### src/rtl/mux_rr_stream_pkg.sv
// Shared constants for the streaming mux: mode encodings and a ceil-log2 helper
// for callers that derive the channel-index width from the channel count.
package mux_rr_stream_pkg;

  localparam logic MODE_SEL = 1'b0;
  localparam logic MODE_RR  = 1'b1;

  function automatic int clog2_f(input int value);
    int result;
    int v;
    result = 0;
    v = value - 1;
    while (v > 0) begin
      result = result + 1;
      v = v >> 1;
    end
    return result;
  endfunction

endpackage

### src/rtl/mux_rr_stream_if.sv
// Bundle of the N producer channels, the select controls and the single
// consumer port; the design uses the slave view, the environment the master view.
interface mux_rr_stream_if #(
  parameter int WIDTH = 16,
  parameter int N     = 4,
  parameter int SELW  = 2
) ();

  logic                 mode;
  logic [SELW-1:0]      sel;
  logic [N*WIDTH-1:0]   in_data;
  logic [N-1:0]         in_valid;
  logic [N-1:0]         in_ready;
  logic [WIDTH-1:0]     out_data;
  logic [SELW-1:0]      out_chan;
  logic                 out_valid;
  logic                 out_ready;

  modport slave (
    input  mode, sel, in_data, in_valid, out_ready,
    output in_ready, out_data, out_chan, out_valid
  );

  modport master (
    output mode, sel, in_data, in_valid, out_ready,
    input  in_ready, out_data, out_chan, out_valid
  );

endinterface

### src/rtl/mux_rr_stream_rr_pick.sv
// Combinational round-robin finder: first requesting channel at or after ptr,
// wrapping past N-1 back to 0. ptr is expected to stay below N.
module rr_pick #(
  parameter int N    = 4,
  parameter int SELW = 2
) (
  input  logic [N-1:0]    req_i,
  input  logic [SELW-1:0] ptr_i,
  output logic [SELW-1:0] gnt_idx_o,
  output logic            gnt_any_o
);

  logic [2*N-1:0] req_dbl_s;
  logic [N-1:0]   rot_s;
  int             off_s;
  int             sum_s;

  // Doubling the vector turns the wrapped scan into a plain shift.
  assign req_dbl_s = {req_i, req_i};
  assign rot_s     = N'(req_dbl_s >> ptr_i);
  assign gnt_any_o = |req_i;

  // Lowest set bit of the rotated vector is the offset from ptr.
  always_comb begin
    off_s = 0;
    for (int j = N - 1; j >= 0; j--) begin
      if (rot_s[j]) begin
        off_s = j;
      end else begin
        off_s = off_s;
      end
    end
    sum_s = int'(ptr_i) + off_s;
    if (sum_s >= N) begin
      sum_s = sum_s - N;
    end else begin
      sum_s = sum_s;
    end
    gnt_idx_o = SELW'(sum_s);
  end

endmodule

### src/rtl/mux_rr_stream.sv
// N-way valid/ready stream mux with one registered output stage; selects the
// source directly from sel or by round-robin over the valid channels.
module mux_rr_stream
  import mux_rr_stream_pkg::*;
#(
  parameter int WIDTH = 16,
  parameter int N     = 4,
  parameter int SELW  = 2
) (
  input  logic              clk,
  input  logic              reset,
  mux_rr_stream_if.slave    bus
);

  logic             out_valid_q, out_valid_d;
  logic [WIDTH-1:0] out_data_q,  out_data_d;
  logic [SELW-1:0]  out_chan_q,  out_chan_d;
  logic [SELW-1:0]  ptr_q,       ptr_d;

  logic             load_s;
  logic [SELW-1:0]  rr_idx_s;
  logic             rr_any_s;
  logic [SELW-1:0]  chosen_s;
  logic             chosen_ok_s;
  logic [N-1:0]     in_ready_s;
  logic [WIDTH-1:0] data_sel_s;
  logic             xfer_s;

  rr_pick #(.N(N), .SELW(SELW)) u_rr_pick (
    .req_i     (bus.in_valid),
    .ptr_i     (ptr_q),
    .gnt_idx_o (rr_idx_s),
    .gnt_any_o (rr_any_s)
  );

  assign load_s = !out_valid_q || bus.out_ready;

  // Source selection; an out-of-range sel selects nothing.
  always_comb begin
    chosen_s    = '0;
    chosen_ok_s = 1'b0;
    case (bus.mode)
      MODE_SEL: begin
        chosen_s    = bus.sel;
        chosen_ok_s = (int'(bus.sel) < N);
      end
      MODE_RR: begin
        chosen_s    = rr_idx_s;
        chosen_ok_s = rr_any_s;
      end
      default: begin
        chosen_s    = '0;
        chosen_ok_s = 1'b0;
      end
    endcase
  end

  // Ready decode and AND-OR data mux; ready is forced low during reset.
  always_comb begin
    in_ready_s = '0;
    data_sel_s = '0;
    for (int i = 0; i < N; i++) begin
      in_ready_s[i] = chosen_ok_s && load_s && !reset && (chosen_s == SELW'(i));
      data_sel_s    = data_sel_s
                    | ({WIDTH{chosen_s == SELW'(i)}} & bus.in_data[i*WIDTH +: WIDTH]);
    end
    xfer_s = |(in_ready_s & bus.in_valid);
  end

  // Next state of the output stage and the round-robin pointer.
  always_comb begin
    out_valid_d = out_valid_q;
    out_data_d  = out_data_q;
    out_chan_d  = out_chan_q;
    ptr_d       = ptr_q;
    if (xfer_s) begin
      out_valid_d = 1'b1;
      out_data_d  = data_sel_s;
      out_chan_d  = chosen_s;
      if (bus.mode == MODE_RR) begin
        ptr_d = (chosen_s == SELW'(N - 1)) ? '0 : chosen_s + 1'b1;
      end else begin
        ptr_d = ptr_q;
      end
    end else if (bus.out_ready) begin
      out_valid_d = 1'b0;
    end else begin
      out_valid_d = out_valid_q;
    end
  end

  // Output register and pointer state.
  always_ff @(posedge clk or posedge reset) begin
    if (reset) begin
      out_valid_q <= 1'b0;
      out_data_q  <= '0;
      out_chan_q  <= '0;
      ptr_q       <= '0;
    end else begin
      out_valid_q <= out_valid_d;
      out_data_q  <= out_data_d;
      out_chan_q  <= out_chan_d;
      ptr_q       <= ptr_d;
    end
  end

  assign bus.in_ready  = in_ready_s;
  assign bus.out_data  = out_data_q;
  assign bus.out_chan  = out_chan_q;
  assign bus.out_valid = out_valid_q;

endmodule
### src/flat_wrapper.sv
// flat-port wrapper written by rule: the top's interface ports become plain ports
module mux_rr_stream_flat import mux_rr_stream_pkg::*;
#(
  parameter int WIDTH = 16,
  parameter int N     = 4,
  parameter int SELW  = 2
)
  (clk, reset, bus_mode, bus_sel, bus_in_data, bus_in_valid, bus_out_ready, bus_in_ready, bus_out_data, bus_out_chan, bus_out_valid);
  mux_rr_stream_if #(.WIDTH(WIDTH), .N(N), .SELW(SELW)) bus_i ();
  input  logic clk;
  input  logic reset;
  input wire logic [$bits(bus_i.mode)-1:0] bus_mode;
  input wire logic [$bits(bus_i.sel)-1:0] bus_sel;
  input wire logic [$bits(bus_i.in_data)-1:0] bus_in_data;
  input wire logic [$bits(bus_i.in_valid)-1:0] bus_in_valid;
  input wire logic [$bits(bus_i.out_ready)-1:0] bus_out_ready;
  output wire logic [$bits(bus_i.in_ready)-1:0] bus_in_ready;
  output wire logic [$bits(bus_i.out_data)-1:0] bus_out_data;
  output wire logic [$bits(bus_i.out_chan)-1:0] bus_out_chan;
  output wire logic [$bits(bus_i.out_valid)-1:0] bus_out_valid;
  assign bus_i.mode = bus_mode;
  assign bus_i.sel = bus_sel;
  assign bus_i.in_data = bus_in_data;
  assign bus_i.in_valid = bus_in_valid;
  assign bus_i.out_ready = bus_out_ready;
  assign bus_in_ready = bus_i.in_ready;
  assign bus_out_data = bus_i.out_data;
  assign bus_out_chan = bus_i.out_chan;
  assign bus_out_valid = bus_i.out_valid;
  mux_rr_stream #(.WIDTH(WIDTH), .N(N), .SELW(SELW)) u_core (.clk(clk), .reset(reset), .bus(bus_i));
endmodule
### config.mk
export PLATFORM = sky130hd
export DESIGN_NAME = mux_rr_stream_flat
export DESIGN_NICKNAME = d
export VERILOG_FILES = /design/src/rtl/mux_rr_stream_pkg.sv /design/src/rtl/mux_rr_stream_if.sv /design/src/rtl/mux_rr_stream_rr_pick.sv /design/src/rtl/mux_rr_stream.sv /design/src/flat_wrapper.sv
export SDC_FILE = /design/constraint.sdc
export NUM_CORES = 1
export LEC_CHECK = 0
export ABC_AREA = 1
export CAP_MARGIN = 10
export CORE_ASPECT_RATIO = 0.9
export CORE_UTILIZATION = 41
export CTS_CLUSTER_SIZE = 28
export DETAILED_ROUTE_END_ITERATION = 10
export HOLD_SLACK_MARGIN = 0.12
export PLACE_DENSITY = 0.92
export SLEW_MARGIN = 20
export SYNTH_ARGS = -nofsm -noshare
export SYNTH_HDL_FRONTEND = slang
export SYNTH_SLANG_ARGS = --single-unit
### constraint.sdc
create_clock -name clk -period 8.1 [get_ports clk]
set_input_delay 0.81 -clock clk [delete_from_list [all_inputs] [get_ports clk]]
set_output_delay 0.81 -clock clk [all_outputs]
set_load 0.05 [all_outputs]
Word-level counts from Yosys, hierarchy flattened
Cells that the tools add are included.
{"block": "totals", "ramBits": 0, "rom_bits": 0, "ff_bits": 21, "mem_count": 0, "output_inout_bits": 23, "latch_bits": 0}
{"block": "classes", "reduce_logical": 14, "eq_ne": 3, "muxes": 10, "shifts": 1, "magnitude_cmp": 1, "mul": 0, "div": 0, "add_sub_neg": 3, "bitwise_logic": 9}
{"operator": "$mux W32", "n": 3}
{"operator": "$and A16 B16 Y16", "n": 4}
{"operator": "$or A16 B16 Y16", "n": 3}
{"operator": "$add A3 B32 Y32", "n": 1}
{"operator": "$ge A32 B4 Y1 const B", "n": 1}
{"operator": "$reduce_or A4 Y1", "n": 2}
{"operator": "$shr A8 B2 Y4", "n": 1}
{"operator": "$logic_and A1 B1 Y1", "n": 6}
{"operator": "$mux W2", "n": 3}
{"operator": "$and A4 B4 Y4", "n": 1}
{"operator": "$eq A2 B2 Y1 const B", "n": 2}
{"operator": "$pmux W2 S2", "n": 1}
{"operator": "$add A2 B1 Y2 const B", "n": 1}
{"operator": "$eq A2 B1 Y1 const B", "n": 1}
{"operator": "$logic_not A1 Y1", "n": 2}
{"operator": "$logic_not A2 Y1", "n": 1}
{"operator": "$mux W1", "n": 2}
{"operator": "$pmux W1 S2", "n": 1}
{"operator": "$reduce_and A2 Y1", "n": 1}
{"operator": "$reduce_bool A2 Y1", "n": 1}
{"operator": "$sub A2 B1 Y2 const B", "n": 1}
{"operator": "$logic_or A1 B1 Y1", "n": 1}
{"operator": "$not A1 Y1", "n": 1}

Logic depth before layout (Yosys ltp)
{"block": "logic_depth", "word_depth": 14, "mapped_depth": 23, "depth_no_buf": 22}

Cells and area by module
From an unflattened synthesis, not the netlist that was laid out.
{"block": "unflattened", "hier_cells": 214, "hier_area_um2": 1590.3}
{"mod": "mux_rr_stream", "n_inst": 1, "cells_per_inst": 179, "seq_area_each_um2": 525.5, "area_each_um2": 1422.6}
{"mod": "rr_pick", "n_inst": 1, "cells_per_inst": 35, "seq_area_each_um2": 0.0, "area_each_um2": 167.7}

Least setup slack after synthesis
Ideal clock, no wire load.
{"block": "synth_path", "path_kind": "input to output", "startpoint": "input port bus_in_valid[1]", "endpoint": "output port bus_in_ready[3]", "required_time_ns": 7.290, "t_arrival_ns": 3.050, "path_stages": 15, "setup_slack_ns": 4.240, "path_buffers": 1, "cell_sequence": "nand2_1 > nand3_1 > nand2_1 > nand3_1 > a21boi_0 > ha_1 > xnor2_1 > inv_1 > nand3_1 > nand3_2 > nand2_4 > ha_1 > clkbuf_1 > inv_1 > nor2_1"}
{"block": "synth_via", "elab_chain_len": 11}
{"element": "from (decl)", "line": "flat_wrapper.sv:15", "source": "input wire logic [$bits(bus_i.in_valid)-1:0] bus_in_valid;"}
{"element": "$shr A8 B2 Y4", "line": "mux_rr_stream_rr_pick.sv:20", "source": "assign rot_s = N'(req_dbl_s >> ptr_i);"}
{"element": "$mux W2", "line": "mux_rr_stream_rr_pick.sv:27", "source": "if (rot_s[j]) begin"}
{"element": "$mux W32 (3 in a row)", "line": "mux_rr_stream_rr_pick.sv:27"}
{"element": "$add A3 B32 Y32", "line": "mux_rr_stream_rr_pick.sv:33", "source": "sum_s = int'(ptr_i) + off_s;"}
{"element": "$ge A32 B4 Y1 or $sub A2 B1 Y2 (tied branches)", "line": "mux_rr_stream_rr_pick.sv:34, mux_rr_stream_rr_pick.sv:35"}
{"element": "$mux W2", "line": "mux_rr_stream_rr_pick.sv:34", "source": "if (sum_s >= N) begin"}
{"element": "$pmux W2 S2", "line": "mux_rr_stream.sv:42", "source": "case (bus.mode)"}
{"element": "$eq A2 B2 Y1", "line": "mux_rr_stream.sv:63", "source": "in_ready_s[i] = chosen_ok_s && load_s && !reset && (chosen_s == SELW'(i));"}
{"element": "$logic_and A1 B1 Y1 (*)", "line": "mux_rr_stream.sv:63"}
{"element": "to (decl)", "line": "flat_wrapper.sv:17", "source": "output wire logic [$bits(bus_i.in_ready)-1:0] bus_in_ready;"}
Every way passes the cells marked *; elsewhere a longest branch is shown, timed or not.

Worst setup path in the final report
Same ends and word-level chain as after synthesis.

==> flow_summary_export.csv <==
group,metric,value,unit
floorplanning,initial_core_util,43.62,%
worst_setup_path,setup.worst_path.class,"input port to output port",
synth,synth_edf_count,0,
grt,antenna_found_initial,0,
routing,drt_iter0_markers,134,
synth,synth_cell_type_count,25,
clock_tree,clock-sinks,21,
timing,postLayoutSetupSlackWorst,2.871,ns
timing,finalHoldViolations,0,
run,max_cap_viol_count,0,
synth,ys_top_cells_by_area,"dfrtp_1, nand2_1, nand4_1",
timing,slew_headroom,46.46,%
synth,ys_seq_area_share,31.84,%
synth,yosys-top-cells-count,"nand2_1, nand4_1, dfrtp_1",
clock_tree,numCtsBuffers,3,
clock_tree,cts_resized,0,
routing,drc,0,
floorplanning,core_area,3784,sq um
worst_hold_path,hold_path.class,"flop to flop",
synth,ys_seq_elements,21,
outcome,status,"finished, final reports clean",
synth,postSynthAreaPerCell,6.682,sq um
floorplanning,die_x,68.88,microns
final_layout,fillers,312,
floorplanning,boundaryPins,97,
place,gp_congestion,0.8756,
clock_tree,cts_tree,"yes",
final_layout,diodes,0,
routing,wl,4755,microns
synth,syn-instance-count,247,
floorplanning,dieArea,4283,sq um
routing,vias,1934,
worst_setup_path,worstPathMaxFanout,18,
floorplanning,die_y,62.19,microns
worst_setup_path,crit_arrival,4.42,ns
timing,finClkSkew,0.004520,ns
worst_setup_path,worst_setup_path_start_kind,"input port",
clock_tree,clock_latency,0.26,ns
clock_tree,cts-root-buf,"clkbuf_8",
routing,viasPerCell,5.089,
clock_tree,htree_levels,1,
timing,period_needed,5.229,ns
clock_tree,clock_path_buffers,2,
power_and_ir_drop,power_density,339.9,nW/um^2
place,place_hpwl,3726,microns
timing,worst_pin_slew,0.8022,ns
timing,setup_viol,0,
worst_setup_path,required,7.29,ns
synth,synth_top_area_share,31.84,%
final_layout,area_growth,60.05,%
timing,drv_slew,0,
power_and_ir_drop,power.total,897.9,uW
power_and_ir_drop,p_leak,1.193,nW
clock_tree,cts_setup_buffers,0,
worst_setup_path,endpoint_kind,"output port",
timing,setup_tns,0,ns
grt,grt_pass1_vias,1756,
synth,async_flop_share,100.0,%
synth,syn_area,1650,sq um
routing,wl_per_cell,12.51,microns
routing,first_pass_iters,4,
final_layout,final_core_util,69.81,%
synth,ys_warn_count,0,
timing,fin_crit_sh,64.55,%
place,portBuffers,96,
grt,grt_pass1_wl,7721,microns
power_and_ir_drop,ir_drop,0.1496,mV
grt,grt_overflow_total,0,
place,pre_cts_slack,2.928,ns
timing,rsz0062_at_grt,"false",
grt,grt_max_degree,24,
routing,drtAntennaViolNets,0,
clock_tree,hold_buffers,0,
synth,synth_top_cell_by_area,"dfrtp_1",
clock_tree,path_clk_slew,0.08,ns
floorplanning,fp-row-count,21,
synth,yosysMostFrequentCell,"nand2_1",
final_layout,num-nets-final,412,
synth,syn-num-nets,324,
timing,fmax,191.3,MHz
grt,globalRouteTotalUtil,23.53,%
final_layout,drive_above_1_share,6.287,%
synth,ys.flop_type,"dfrtp_1",
[critical path: stages]
cell	delay (ns)
clkdlybuf4s50_1	0.58
nand2_1	0.12
nand3_1	0.12
nand3_1	0.09
a21boi_0	0.17
ha_1	0.19
xnor2_1	0.17
inv_1	0.10
nand3_1	0.11
nand3_2	0.10
nand2_4	0.13
ha_1	0.62
inv_1	0.10
nor2_1	0.17
clkdlybuf4s50_1	0.83
[final cells by class]
class	instances	area, sq um	area share [%]
Tap cell	46	57.56	2.179
Timing Repair Buffer	96	960.9	36.38
Clock inverter	1	5.005	0.1895
Multi-Input combinational cell	198	994.7	37.66
Sequential cell	21	525.5	19.90
Inverter	15	56.30	2.132
Clock buffer	3	41.29	1.563
[worst paths after layout]
path                                                    start  cells past startpoint  slack (ns)                             endpoint
max in group asynchronous                               reset                      2        6.59  u_core.bus.out_data[10]$_DFFE_PP0P_
hold / removal             u_core.bus.out_chan[0]$_DFFE_PP0P_                      2        0.53   u_core.bus.out_chan[0]$_DFFE_PP0P_
setup / recovery                              bus_in_valid[1]                     15        2.87                      bus_in_ready[3]
setup reg to reg                  u_core.ptr_q[0]$_DFFE_PP0P_                     21        4.44          u_core.ptr_q[0]$_DFFE_PP0P_
min in group asynchronous                               reset                      2        1.00   u_core.bus.out_data[6]$_DFFE_PP0P_
hold reg to reg            u_core.bus.out_chan[0]$_DFFE_PP0P_                      2        0.53   u_core.bus.out_chan[0]$_DFFE_PP0P_
[flip-flops by register name, summed over array words and instances, names as in the netlist]
signal / count
u_core.ptr_q: 2
u_core.bus.out_chan: 2
u_core.bus.out_valid: 1
u_core.bus.out_data: 16
[cells by family (layout without fill, tap and decap cells)]
logic type	Yosys count	count (layout)	share of synthesized area, %
buffers and inverters	28	115	7.884
flip-flops	21	21	31.84
XOR/XNOR	1	1	0.5308
AO/OA/AOI/OAI	4	4	1.592
AND/OR/NAND/NOR	190	190	55.88
adder cells (fa/ha/maj)	3	3	2.275
[stage by stage]
stage	cell area, sq um	instances	hold WS [ns]
after global placement	2595	376	0.5103
after detailed placement	2595	376	0.5182
after CTS	2641	380	0.5377
after floorplan	1650	247	0.5552
final	2641	380	0.5296
after global routing	2641	380	0.5438
[placed cells by master, fill, tap and decap left out]
master           instances
nand4_4                  2
nand3_1                 12
nor2_1                   3
inv_2                    4
or2_2                    1
o21ai_1                  2
xnor2_1                  1
nor2_4                   2
nor4_1                   1
nor3_1                   2
clkdlybuf4s50_1         96
ha_1                     3
o21ai_2                  1
nand3_2                  4
nand4_1                 33
nand3_4                  1
clkbuf_8                 3
a21boi_0                 1
nand2_4                  2
clkinv_2                 1
nand2_1                127
dfrtp_1                 21
inv_1                   11
[power by group]
part	leakage [nW]	internal, mW	switching (mW)
Combinational	0.902	0.223	0.425
Sequential	0.266	0.152	0.0303
Clock	0.0255	0.0342	0.0334
Total	1.19	0.409	0.489
[per-layer routing]
metal / global-route usage (%) / wire length [microns] / vias up
met1: 28.26 / 2007 / 873
met5: 0 / 0 / -
met2: 42.72 / 2495 / 63
met3: 3.125 / 218 / 4
li1: - / - / 994
met4: 5.357 / 34 / 0
Note: power is estimated with default switching activity, not from simulation.
==> RTL change: new RTL, same settings <==
`N` is set to 4 in 4 places; all go to 6.
--- a/src/rtl/mux_rr_stream_if.sv
+++ b/src/rtl/mux_rr_stream_if.sv
@@ -3,5 +3,5 @@
 interface mux_rr_stream_if #(
   parameter int WIDTH = 16,
-  parameter int N     = 4,
+  parameter int N     = 6,
   parameter int SELW  = 2
 ) ();
--- a/src/rtl/mux_rr_stream_rr_pick.sv
+++ b/src/rtl/mux_rr_stream_rr_pick.sv
@@ -2,5 +2,5 @@
 // wrapping past N-1 back to 0. ptr is expected to stay below N.
 module rr_pick #(
-  parameter int N    = 4,
+  parameter int N    = 6,
   parameter int SELW = 2
 ) (
--- a/src/rtl/mux_rr_stream.sv
+++ b/src/rtl/mux_rr_stream.sv
@@ -5,5 +5,5 @@
 #(
   parameter int WIDTH = 16,
-  parameter int N     = 4,
+  parameter int N     = 6,
   parameter int SELW  = 2
 ) (
--- a/src/flat_wrapper.sv
+++ b/src/flat_wrapper.sv
@@ -3,5 +3,5 @@
 #(
   parameter int WIDTH = 16,
-  parameter int N     = 4,
+  parameter int N     = 6,
   parameter int SELW  = 2
 )
Ports: changed (resized bus_in_data, bus_in_ready and bus_in_valid); port bits go from 97 to 133. No check against the original RTL was run, so the function may have changed too.
==> RTL change against the unedited design <==
Final cell count up 17%. Setup slack better by 0.23 ns. Largest power group unchanged. Sequential cell count unchanged. Design area up 18%. Clock skew down 0.0039 ns. Maximum frequency up 4.6%. Wire length up 25%. Synthesized cell count up 10%. Synthesized area up 7.8%. Power up 22%. First-iteration DRC count down 2.2%. Die area up 7.6%.
==> RTL change: results <==
set metrics [dict create \
    synth_compound_area_share_pct 11.7 \
    drtIter0Drc 131 \
    gr-usage-all-layers_pct 26.7 \
    drt-met1-wl_um 2460 \
    viasPerCell 5.19 \
    critPathMaxStageDelay_ns 0.86 \
    nFillCells 321 \
    synthTopCellsByArea "dfrtp_1 (30%), nand2_1 (24%), o21ai_0 (7.9%), nand4_1 (7.4%), nand3_1 (5.6%)" \
    synth.distinct_cells 26 \
    ff2ff_setup_slack_ns 4.59 \
    drive_gt1_share_pct 6.82 \
    synth_xor_area_share_pct 0 \
    ys_top_cells_by_count "nand2_1 (115), o21ai_0 (28), dfrtp_1 (21), nand4_1 (21), nand3_1 (20)" \
    pre_cts_slack_ns 3.12 \
    p_leak_uw 0.00139 \
    synth-seq-area-share_pct 29.5 \
    critPathMaxFanout 7 \
    status "completed" \
    wl_um 5970 \
    crit_end "bus_in_ready[2]" \
    grt_start_max_net_pins 23 \
    gp_congestion 0.857 \
    startpoint "bus_in_valid[0]" \
    syn_nets 383 \
    reg2regPathDepth 22 \
    fin_nets 508 \
    dr_wl_met3_um 364 \
]
-- RTL change: cell count changes after synthesis, sizes merged, moves of 2 or more --
cell,delta
o21ai,+32
nor2,+4
nand4,-14
nand3,+5
clkbuf,-2
inv,+5
nand2,-7
-- RTL change: final cells by class --
cell class,count,share of cell area [%]
repair buffers,132,42.5
multi-input cells,219,34.6
flip-flops and latches,21,16.9
inverters,20,2.50
well taps,48,1.93
clock buffers,3,1.33
clock inverters,1,0.161
-- RTL change: tightest hold or removal path: stages (launching register included) --
cell	delay [ns]
dfrtp_1	0.35
nand2_1	0.05
nand2_1	0.05
-- RTL change: worst min path at each step --
| stage | start | to | slack (ns) | depth (start not counted) |
|---|---|---|---|---|
| global route | u_core.bus.out_data[10]$_DFFE_PP0P_ | u_core.bus.out_data[10]$_DFFE_PP0P_ | 0.51 | 2 |
| CTS | u_core.bus.out_data[13]$_DFFE_PP0P_ | u_core.bus.out_data[13]$_DFFE_PP0P_ | 0.48 | 2 |
| finish | u_core.bus.out_chan[1]$_DFFE_PP0P_ | u_core.bus.out_chan[1]$_DFFE_PP0P_ | 0.48 | 2 |
| global placement | u_core.bus.out_chan[1]$_DFFE_PP0P_ | u_core.bus.out_chan[1]$_DFFE_PP0P_ | 0.46 | 2 |
| detailed placement | u_core.bus.out_data[13]$_DFFE_PP0P_ | u_core.bus.out_data[13]$_DFFE_PP0P_ | 0.46 | 2 |
| floorplan | u_core.ptr_q[1]$_DFFE_PP0P_ | u_core.ptr_q[1]$_DFFE_PP0P_ | 0.58 | 3 |
-- RTL change: layer usage --
layer,up-vias,global-route usage [%]
met5,-,0
met4,0,7.00
met3,10,4.82
met2,106,50.7
met1,1036,30.5
li1,1152,-
-- RTL change: kinds of logic after synthesis --
group	after synthesis
adder cells (fa/ha/maj)	3
buffers and inverters	32
flip-flops	21
AND/OR/NAND/NOR	178
AO/OA/AOI/OAI	38
-- RTL change: power by group through the flow --
stage	logic (µW)	clock network, µW	registers [µW]
after global placement	817	0	194
after CTS	838	66.5	195
after floorplan	451	0	346
final	836	66.1	196
after detailed placement	837	0	196
after global routing	913	71.4	202
-- RTL change: per-stage QoR --
step                      cell area [µm²]  std cells  util (%)  total power, µW
after global placement               3060        440      74.1             1010
after detailed placement             3060        440      74.1             1030
after CTS                            3110        444      75.2             1100
after global routing                 3110        444      75.2             1190
final                                3110        444      75.2             1100
after floorplan                      1780        272         -              798
